`config.mk`:
```
export PLATFORM = sky130hd
export DESIGN_NAME = approx_add_pipe_flat
export DESIGN_NICKNAME = d
export VERILOG_FILES = /design/src/rtl/approx_add_if.sv /design/src/rtl/approx_add_pipe.sv /design/src/flat_wrapper.sv
export SDC_FILE = /design/constraint.sdc
export NUM_CORES = 1
export LEC_CHECK = 0
export ABC_AREA = 1
export BUFFER_PORTS_ARGS = -buffer_cell sky130_fd_sc_hd__buf_2
export CORE_MARGIN = 1.5
export CORE_UTILIZATION = 40
export CTS_CLUSTER_SIZE = 10
export DETAILED_ROUTE_END_ITERATION = 8
export GPL_TIMING_DRIVEN = 0
export PLACE_DENSITY_LB_ADDON = 0.12
export SYNTH_ARGS = -nofsm -noshare
export SYNTH_HDL_FRONTEND = slang
export SYNTH_SLANG_ARGS = --single-unit
```
`constraint.sdc`:
```
create_clock -name clk -period 3.59 [get_ports clk]
set_clock_uncertainty 0.05 [all_clocks]
set_input_delay 0.718 -clock clk [delete_from_list [all_inputs] [get_ports clk]]
set_output_delay 0.718 -clock clk [all_outputs]
set_load 0.02 [all_outputs]
```
`src/rtl/approx_add_if.sv`:
```
// Operand/result stream interface for approx_add_pipe.
// The master drives the operand beat and out_ready. The slave (the adder) drives the result beat.
interface approx_add_if #(
    parameter int WIDTH = 8
);
    logic             in_valid;
    logic             in_ready;
    logic [WIDTH-1:0] A;
    logic [WIDTH-1:0] B;
    logic             mode;
    logic             out_valid;
    logic             out_ready;
    logic [WIDTH:0]   O;
    logic [WIDTH:0]   out_err;

    modport master (
        output in_valid, A, B, mode, out_ready,
        input  in_ready, out_valid, O, out_err
    );

    modport slave (
        input  in_valid, A, B, mode, out_ready,
        output in_ready, out_valid, O, out_err
    );
endinterface

```
`src/rtl/approx_add_pipe.sv`:
```
// Pipelined lower-part-approximate unsigned adder with per-beat exact/approximate mode,
// valid/ready flow control and an on-line error statistics monitor.
module approx_add_pipe #(
    parameter int WIDTH       = 8,
    parameter int APPROX_BITS = 4,
    parameter int STAGES      = 2,
    parameter int CNT_W       = 16
) (
    input  logic             clk,
    input  logic             rst,
    approx_add_if.slave      bus,
    input  logic             clear_stats,
    output logic [WIDTH:0]   max_err,
    output logic [CNT_W-1:0] err_cnt,
    output logic [CNT_W-1:0] txn_cnt
);
    localparam int K    = APPROX_BITS;
    localparam int LAST = STAGES - 1;

    logic [WIDTH:0]   exact_s;
    logic [WIDTH:0]   approx_s;
    logic [WIDTH:0]   sum_s;
    logic [WIDTH:0]   err_s;
    logic             en_s;
    logic             hs_s;

    logic             valid_r [STAGES];
    logic [WIDTH:0]   sum_r   [STAGES];
    logic [WIDTH:0]   exact_r [STAGES];
    logic             mode_r  [STAGES];

    logic [WIDTH:0]   max_err_r;
    logic [CNT_W-1:0] err_cnt_r;
    logic [CNT_W-1:0] txn_cnt_r;

    function automatic logic [WIDTH:0] abs_diff(input logic [WIDTH:0] x, input logic [WIDTH:0] y);
        logic [WIDTH:0] d;
        if (x >= y) begin
            d = x - y;
        end else begin
            d = y - x;
        end
        return d;
    endfunction

    assign exact_s = {1'b0, bus.A} + {1'b0, bus.B};

    generate
        if (K == 0) begin : g_exact_only
            assign approx_s = exact_s;
        end else begin : g_lower_part
            logic [WIDTH-K:0] hi_s;
            logic             carry_s;
            // The low K bits pass A through; only their top bit pair predicts the carry.
            assign carry_s  = bus.A[K-1] & bus.B[K-1];
            assign hi_s     = {1'b0, bus.A[WIDTH-1:K]} + {1'b0, bus.B[WIDTH-1:K]}
                            + {{(WIDTH-K){1'b0}}, carry_s};
            assign approx_s = {hi_s, bus.A[K-1:0]};
        end
    endgenerate

    assign sum_s        = bus.mode ? approx_s : exact_s;
    assign en_s         = !valid_r[LAST] || bus.out_ready;
    assign bus.in_ready = en_s;
    assign hs_s         = valid_r[LAST] && bus.out_ready;
    assign err_s        = mode_r[LAST] ? abs_diff(exact_r[LAST], sum_r[LAST]) : {(WIDTH+1){1'b0}};

    assign bus.out_valid = valid_r[LAST];
    assign bus.O         = sum_r[LAST];
    assign bus.out_err   = err_s;
    assign max_err       = max_err_r;
    assign err_cnt       = err_cnt_r;
    assign txn_cnt       = txn_cnt_r;

    // Pipeline registers: the whole pipe advances together or holds together.
    always_ff @(posedge clk) begin
        if (rst) begin
            for (int i = 0; i < STAGES; i++) begin
                valid_r[i] <= 1'b0;
                sum_r[i]   <= {(WIDTH+1){1'b0}};
                exact_r[i] <= {(WIDTH+1){1'b0}};
                mode_r[i]  <= 1'b0;
            end
        end else if (en_s) begin
            valid_r[0] <= bus.in_valid;
            sum_r[0]   <= sum_s;
            exact_r[0] <= exact_s;
            mode_r[0]  <= bus.mode;
            for (int i = 1; i < STAGES; i++) begin
                valid_r[i] <= valid_r[i-1];
                sum_r[i]   <= sum_r[i-1];
                exact_r[i] <= exact_r[i-1];
                mode_r[i]  <= mode_r[i-1];
            end
        end
    end

    // Error statistics, updated on each output handshake; a clear in the same cycle wins.
    always_ff @(posedge clk) begin
        if (rst || clear_stats) begin
            max_err_r <= {(WIDTH+1){1'b0}};
            err_cnt_r <= {CNT_W{1'b0}};
            txn_cnt_r <= {CNT_W{1'b0}};
        end else if (hs_s) begin
            if (txn_cnt_r != {CNT_W{1'b1}}) begin
                txn_cnt_r <= txn_cnt_r + {{(CNT_W-1){1'b0}}, 1'b1};
            end
            if ((err_s != {(WIDTH+1){1'b0}}) && (err_cnt_r != {CNT_W{1'b1}})) begin
                err_cnt_r <= err_cnt_r + {{(CNT_W-1){1'b0}}, 1'b1};
            end
            if (err_s > max_err_r) begin
                max_err_r <= err_s;
            end
        end
    end
endmodule

```
`src/flat_wrapper.sv`:
```
// flat-port wrapper written by rule: the top's interface ports become plain ports
module approx_add_pipe_flat 
#(
    parameter int WIDTH       = 8,
    parameter int APPROX_BITS = 4,
    parameter int STAGES      = 2,
    parameter int CNT_W       = 16
)
  (clk, rst, clear_stats, max_err, err_cnt, txn_cnt, bus_in_valid, bus_A, bus_B, bus_mode, bus_out_ready, bus_in_ready, bus_out_valid, bus_O, bus_out_err);
  approx_add_if #(.WIDTH(WIDTH)) bus_i ();
  input  logic clk;
  input  logic rst;
  input  logic clear_stats;
  output logic [WIDTH:0] max_err;
  output logic [CNT_W-1:0] err_cnt;
  output logic [CNT_W-1:0] txn_cnt;
  input wire logic [$bits(bus_i.in_valid)-1:0] bus_in_valid;
  input wire logic [$bits(bus_i.A)-1:0] bus_A;
  input wire logic [$bits(bus_i.B)-1:0] bus_B;
  input wire logic [$bits(bus_i.mode)-1:0] bus_mode;
  input wire logic [$bits(bus_i.out_ready)-1:0] bus_out_ready;
  output wire logic [$bits(bus_i.in_ready)-1:0] bus_in_ready;
  output wire logic [$bits(bus_i.out_valid)-1:0] bus_out_valid;
  output wire logic [$bits(bus_i.O)-1:0] bus_O;
  output wire logic [$bits(bus_i.out_err)-1:0] bus_out_err;
  assign bus_i.in_valid = bus_in_valid;
  assign bus_i.A = bus_A;
  assign bus_i.B = bus_B;
  assign bus_i.mode = bus_mode;
  assign bus_i.out_ready = bus_out_ready;
  assign bus_in_ready = bus_i.in_ready;
  assign bus_out_valid = bus_i.out_valid;
  assign bus_O = bus_i.O;
  assign bus_out_err = bus_i.out_err;
  approx_add_pipe #(.WIDTH(WIDTH), .APPROX_BITS(APPROX_BITS), .STAGES(STAGES), .CNT_W(CNT_W)) u_core (.clk(clk), .rst(rst), .bus(bus_i), .clear_stats(clear_stats), .max_err(max_err), .err_cnt(err_cnt), .txn_cnt(txn_cnt));
endmodule
```
==> metrics.md, run 1 <==
| Metric | Value |
|---|---|
| HP Class | reg -> reg |
| Critical Path End Type | register |
| Total core area | 13,200 um2 |
| Post-route setup TNS | 0 ns |
| Status | completed |
| GRT Util Overall | 17.0% |
| Ant. Diodes | 0 |
| FP Rows | 42 |
| # clock sinks | 81 |
| First-pass GRT wire length | 19.8 mm |
| Fraction of registers with async set/reset | 0% |
| EDFF count, synth | 40 |
| Post-DRT Antenna Nets | 0 |
| Most used cell along the critical path | nand2_1 |
| Share of cells above drive strength 1 | 20.9% |
| Pwr/cell area | 461 nW/um2 |
| Worst hold path depth | 2 |
| Final worst-path cycle share | 93.9% |
| Initial drt markers | 232 |
| IO Port Bufs | 82 |
| Final wirelength | 11.9 mm |
| Syn avg cell area | 7.43 um2 |
| Critical path startpoint | u_core.sum_r[0][11] |
| Count leader, synth | nand2_1 |
| Worst skew pair latency | 0.34 ns |
| Core Util, Final | 49.3% |
| Rel. slew slack | 66.9% |
| Global placement routability congestion | 0.846 |
| Starting Density | 40.8% |
| Area Growth Syn to Fin | 20.6% |
| Cell taking the most area after synthesis | edfxtp_1 |
| FF+latch count, synth | 81 |
| Die area | 14,200 um2 |
| Inst Count DP | 984 |
| Unrepaired setup endpoints after global routing | yes |
| Vias | 4,748 |
| Synth Cell Area | 5390 um2 |
| DRT Pass-1 Iters | 6 |
| Final non-filler cell total | 1,009 |
| Fin. max-slew vios | 0 |
| Grt total ovfl | 0 |
| Yosys warning count | 0 |
| CP max stage delay | 0.39 ns |
| Area fraction of the dominant cell type after synthesis | 22.3% |
| CTS root buf | clkbuf_16 |
| Worst-margin pin slew | 0.495 ns |
| Mapped Cells | 725 |
| CP bufs+invs | 4 |
| Nets@finish | 891 |
| Max Root-Sink Buffers | 2 |
| Initial antenna violation count | 0 |
| Largest net degree at the start of global routing | 39 |
| Worst IR Drop VDD | 0.218 mV |
| Fin. Hold Viols | 0 |
| R2r endpoint | u_core.max_err[8] |
| Tmin final | 3.37 ns |
| Top_reg_cell synth | dfxtp_1 |
| DR DRC count | 0 |
| Leakage power | 3.16 nW |
| CTS tree | yes |
| Top cells by count, synth | 146 x nand2_1, 144 x inv_1, 86 x nor2_1 |
| Setup Crit Path Kind | reg -> reg |
| Yosys cell types | 41 |
| H-tree lvl count | 3 |
| Final setup viols | 0 |
| Die Ht | 119 um |
| Boundary Pins | 83 |
| Reg2reg start | u_core.sum_r[0][11] |
| Routed vias/inst | 4.71 |
| Total power | 3.00 mW |
| Number of global-route vias before repair | 4,420 |
| Worst reg-to-reg setup slack | 0.22 ns |
| Die W | 119 um |
| Top cell family by delay on the critical path | simple AND/OR/NAND/NOR gates |
| Reg clk slew, reported paths | 0.07 ns |
| Cts bufs inserted | 9 |
| Placed cell area | 6040 um2 |
| WP data required | 3.76 ns |
| Crit-path max FO | 8 |
| Nature of the critical path startpoint | register |
| Design area | 6500 um2 |
| Post-synthesis sequential area ratio | 37.5% |
| Critical-path top delay cell | edfxtp_1 |
| Arrival @ worst endpoint | 3.54 ns |
| Syn Nets | 788 |
| Worst r2r path cells | 25 |
| Hold path start | u_core.max_err[6] |
| WHS Endpoint | u_core.max_err[6] |
| Routed len/inst | 11.8 um |
| Maxcap violations | 0 |
| F_max | 297 MHz |
| Top cells by area, synth | edfxtp_1 22%, dfxtp_1 15%, nand2_1 10% |
| Hpwl dp | 9.25 mm |
[power breakdown]
| part | switching, mW | total, mW | leakage [nW] | internal, mW |
|---|---|---|---|---|
| clock | 0.399 | 0.944 | 0.143 | 0.545 |
| combinational | 0.615 | 0.994 | 2.22 | 0.379 |
| sequential | 0.0263 | 1.06 | 0.795 | 1.03 |
[cell type report]
cell class | instances | area [um2]
clock buffer | 9 | 225
timing repair buffer | 92 | 499
fill | 1326 | 6690
tap | 176 | 220
clock inverter | 7 | 77.6
buffer | 22 | 150
inverter | 156 | 586
sequential | 81 | 2020
multi-input combinational | 466 | 2720
[logic make-up after synthesis]
kind of cell / after synthesis / share of synthesized area (%)
xor gates and xnor gates: 9 / 1.46
DFF: 81 / 37.5
AOI/OAI and AO/OA: 89 / 9.54
buffers and inverters: 178 / 13.5
and+or+nand+nor: 327 / 27.7
adders and majority gates: 41 / 10.2
[state kept, by name, indices dropped and copies added, names as in the netlist]
| signal | count |
|---|---|
| u_core.exact_r | 18 |
| u_core.sum_r | 18 |
| u_core.err_cnt | 16 |
| u_core.txn_cnt | 16 |
| u_core.max_err | 9 |
| u_core.mode_r | 2 |
| u_core.valid_r | 2 |
[how the worst max path moves through the flow]
stage	end	slack [ns]	cells past startpoint
after floorplan	u_core.max_err[8]	0.31	25
after global placement	u_core.max_err[8]	-0.18	22
after global routing	u_core.max_err[8]	-0.04	25
after CTS	u_core.max_err[8]	0.004	22
final	u_core.max_err[8]	0.22	25
after detailed placement	u_core.max_err[8]	-0.22	22
[tightest hold or removal path, stage by stage (launching register included)]
cell     delay, ns
dfxtp_1       0.31
inv_1         0.06
a21oi_1       0.06
[timing repair]
action | 4_1_cts | 5_1_grt
setup buffers | 0 | 8
hold endpoints to repair | 0 | 0
gates cloned | 0 | 1
pin swaps | 0 | 8
endpoints found under the setup margin | 9 | 9
hold buffers | 0 | 0
resized for setup | 4 | 21
[per-stage QoR]
| step | hold slack, ns | setup WS [ns] |
|---|---|---|
| after detailed placement | 0.420 | -0.218 |
| after floorplan | 0.469 | 0.308 |
| after global placement | 0.412 | -0.179 |
| final | 0.427 | 0.219 |
| after CTS | 0.431 | 0.00351 |
| after global routing | 0.453 | -0.0412 |
[per-layer routing]
metal | vias to the layer above | part of all wire (%) | global-route usage, %
met2 | 97 | 47 | 27.6
met1 | 2128 | 48 | 22.8
li1 | 2506 | - | -
met3 | 17 | 3.9 | 3.11
met4 | 0 | 1.8 | 6.02
met5 | - | 0 | 0
[cells in the final DEF, fill, tap and decap left out, types with 20 or more instances in the layout]
cell / instances
edfxtp_1: 40
dfxtp_1: 41
a21oi_1: 41
o21ai_0: 21
buf_2: 86
nand2_1: 142
nand3_1: 28
nor2_1: 85
inv_1: 143
ha_1: 29
nand4_1: 20
(Power assumes the default switching activity.)
==> run 2: changes to the inputs <==
Clock period 3.59 ns to 4.3 ns, I/O delays scaled along.
==> run 2 against run 1 <==
Fmax shrank 11%. Flip-flop and latch count is the same. Utilization shrank 1.1 points. Die area is the same. Non-clock buffer count shrank 9. Global-route usage shrank 0.072 points.
==> metrics.md, run 2 (synthesis gave the netlist of run 1 again) <==
| Metric | Value |
|---|---|
| Final WS setup | 0.492 ns (was 0.219 ns) |
| Reg clk slew, reported paths | 0.07 ns (about the same) |
| H-tree lvl count | 3 (unchanged) |
| Worst IR Drop VDD | 0.182 mV (was 0.218 mV) |
| HP Class | reg -> reg (unchanged) |
| Initial antenna violation count | 0 (unchanged) |
| Fin. Hold Viols | 0 (unchanged) |
| Initial drt markers | 270 (was 232) |
| Top Registers | u_core.exact_r x18, u_core.sum_r x18 (unchanged) |
| Area of the multi-input gates | 2640 um2 (was 2720 um2) |
| Area Growth Syn to Fin | 17.8% (was 20.6%) |
| CTS root buf | clkbuf_16 (unchanged) |
| WP data required | 4.51 ns (was 3.76 ns) |
| Reg area | 2020 um2 (unchanged) |
| Most frequent cells in the layout | 146 x nand2_1, 144 x inv_1, 86 x nor2_1 (was 143 x inv_1, 142 x nand2_1, 86 x buf_2) |
| Fin. max-slew vios | 0 (unchanged) |
| Post-place setup slack | 0.492 ns (was -0.218 ns) |
| Vias | 4,706 (was 4,748) |
| Status | completed (unchanged) |
| Design area | 6350 um2 (was 6500 um2) |
| Tmin final | 3.81 ns (was 3.37 ns) |
| Largest net degree at the start of global routing | 39 (unchanged) |
| Arrival @ worst endpoint | 4.02 ns (was 3.54 ns) |
| Wl on met1 | 5.57 mm (was 5.68 mm) |
| Number of global-route vias before repair | 4,400 (was 4,420) |
| Crit-path max FO | 10 (was 8) |
| Cts bufs inserted | 9 (unchanged) |
| Fillers | 1,335 (was 1,326) |
| Worst-margin pin slew | 0.495 ns (about the same) |
| Met3 WL | 484 um (was 470 um) |
| Top Layer Used | met4 (unchanged) |
| Global placement routability congestion | 0.846 (unchanged) |
| Starting Density | 40.8% (unchanged) |
| Most common cell after layout, fill and taps aside | nand2_1 (was inv_1) |
| Inst Count DP | 984 (unchanged) |
| # clock sinks | 81 (unchanged) |
| Routed len/inst | 11.7 um (was 11.8 um) |
| DR DRC count | 0 (unchanged) |
| Leakage power | 3.11 nW (was 3.16 nW) |
| Die W | 119 um (unchanged) |
| Critical Path End Type | register (unchanged) |
| F_max | 263 MHz (was 297 MHz) |
| Max Root-Sink Buffers | 2 (unchanged) |
| Nets@finish | 882 (was 891) |
| Die area | 14,200 um2 (unchanged) |
| First-pass GRT wire length | 19.7 mm (was 19.8 mm) |
| Cts hold-fix bufs | 0 (unchanged) |
| Routed wl met2 | 5.41 mm (was 5.54 mm) |
| Rel. slew slack | 66.9% (unchanged) |
| Final wirelength | 11.7 mm (was 11.9 mm) |
| IO Port Bufs | 82 (unchanged) |
| Post-CTS setup buffers | 0 (unchanged) |
| Die Ht | 119 um (unchanged) |
| Placed cell area | 6040 um2 (unchanged) |
| FP Rows | 42 (unchanged) |
| Grt total ovfl | 0 (unchanged) |
| Boundary Pins | 83 (unchanged) |
| Post-CTS resize count | 0 (was 4) |
| Nature of the critical path startpoint | register (unchanged) |
| Final worst-path cycle share | 88.6% (was 93.9%) |
| Final setup viols | 0 (unchanged) |
| Routed vias/inst | 4.71 (about the same) |
| Total core area | 13,200 um2 (unchanged) |
| DRT Pass-1 Iters | 4 (was 6) |
| Unrepaired setup endpoints after global routing | no (was yes) |
| Core Util, Final | 48.1% (was 49.3%) |
| GRT Util Overall | 16.9% (was 17.0%) |
| Hpwl dp | 9.25 mm (unchanged) |
| Final non-filler cell total | 1,000 (was 1,009) |
| Share of cells above drive strength 1 | 18.2% (was 20.9%) |
| Pwr/cell area | 386 nW/um2 (was 461 nW/um2) |
| Maxcap violations | 0 (unchanged) |
| Post-DRT Antenna Nets | 0 (unchanged) |
| Setup Crit Path Kind | reg -> reg (unchanged) |
| CTS tree | yes (unchanged) |
| Worst skew pair latency | 0.34 ns (about the same) |
| Post-route setup TNS | 0 ns (unchanged) |
| Ant. Diodes | 0 (unchanged) |
-- run 2: cell types whose count changed in the layout (fill, tap and decap cells not counted), moves of 3 or more --
cell / delta
ha_2: -4
buf_4: -7
nand2_2: -3
ha_1: +7
ha_4: -3
nand2_1: +4
-- run 2: critical path, cell delays in order, from the launching register on --
cell and delay [ns]:
edfxtp_1 0.38, inv_1 0.06, ha_1 0.38, nand2_1 0.11, nand2_1 0.13, a21oi_4 0.20, nand3_2 0.09, nor2_2 0.20
nand2_1 0.08, nand3_1 0.12, inv_1 0.09, ha_1 0.31, a21oi_1 0.16, o21a_1 0.14, o21ai_0 0.07, nand2_1 0.07
nand2_1 0.05, a21oi_1 0.14, o21bai_1 0.09, nand2_1 0.18, clkbuf_1 0.36, o21ai_0 0.13, a21oi_1 0.13
-- run 2: path summary, 6_finish.rpt --
check | slack [ns] | end | start | cells after the start
setup / recovery | 0.49 | u_core.max_err[8] | u_core.sum_r[0][15] | 22
hold / removal | 0.43 | u_core.max_err[6] | u_core.max_err[6] | 2
setup reg to reg | 0.49 | u_core.max_err[8] | u_core.sum_r[0][15] | 22
hold reg to reg | 0.43 | u_core.max_err[6] | u_core.max_err[6] | 2
-- run 2: through the flow --
step	hold slack [ns]	power, mW
floorplan	0.469	1.51
global placement	0.412	1.68
detailed placement	0.420	1.69
CTS	0.431	2.47
global route	0.453	2.61
finish	0.426	2.45
-- run 2: final cells by class --
| type | instances | area share [%] |
|---|---|---|
| plain buffers | 22 | 2.25 |
| clock buffers | 9 | 3.55 |
| clock inverters | 7 | 1.22 |
| multi-input cells | 466 | 41.6 |
| repair buffers | 83 | 6.78 |
| inverters | 156 | 9.23 |
| well taps | 176 | 3.47 |
| flip-flops and latches | 81 | 31.9 |
-- run 2: routing by layer --
metal  vias up  global-route usage, %
met5         -                      0
met4         0                   6.02
met3        19                   3.11
met2       101                   27.3
met1      2098                   22.8
li1       2488                      -
-- run 2: power breakdown --
group	switching [mW]	internal [mW]	leakage, nW
logic	0.494	0.283	2.18
registers	0.0218	0.863	0.795
clock network	0.333	0.455	0.143
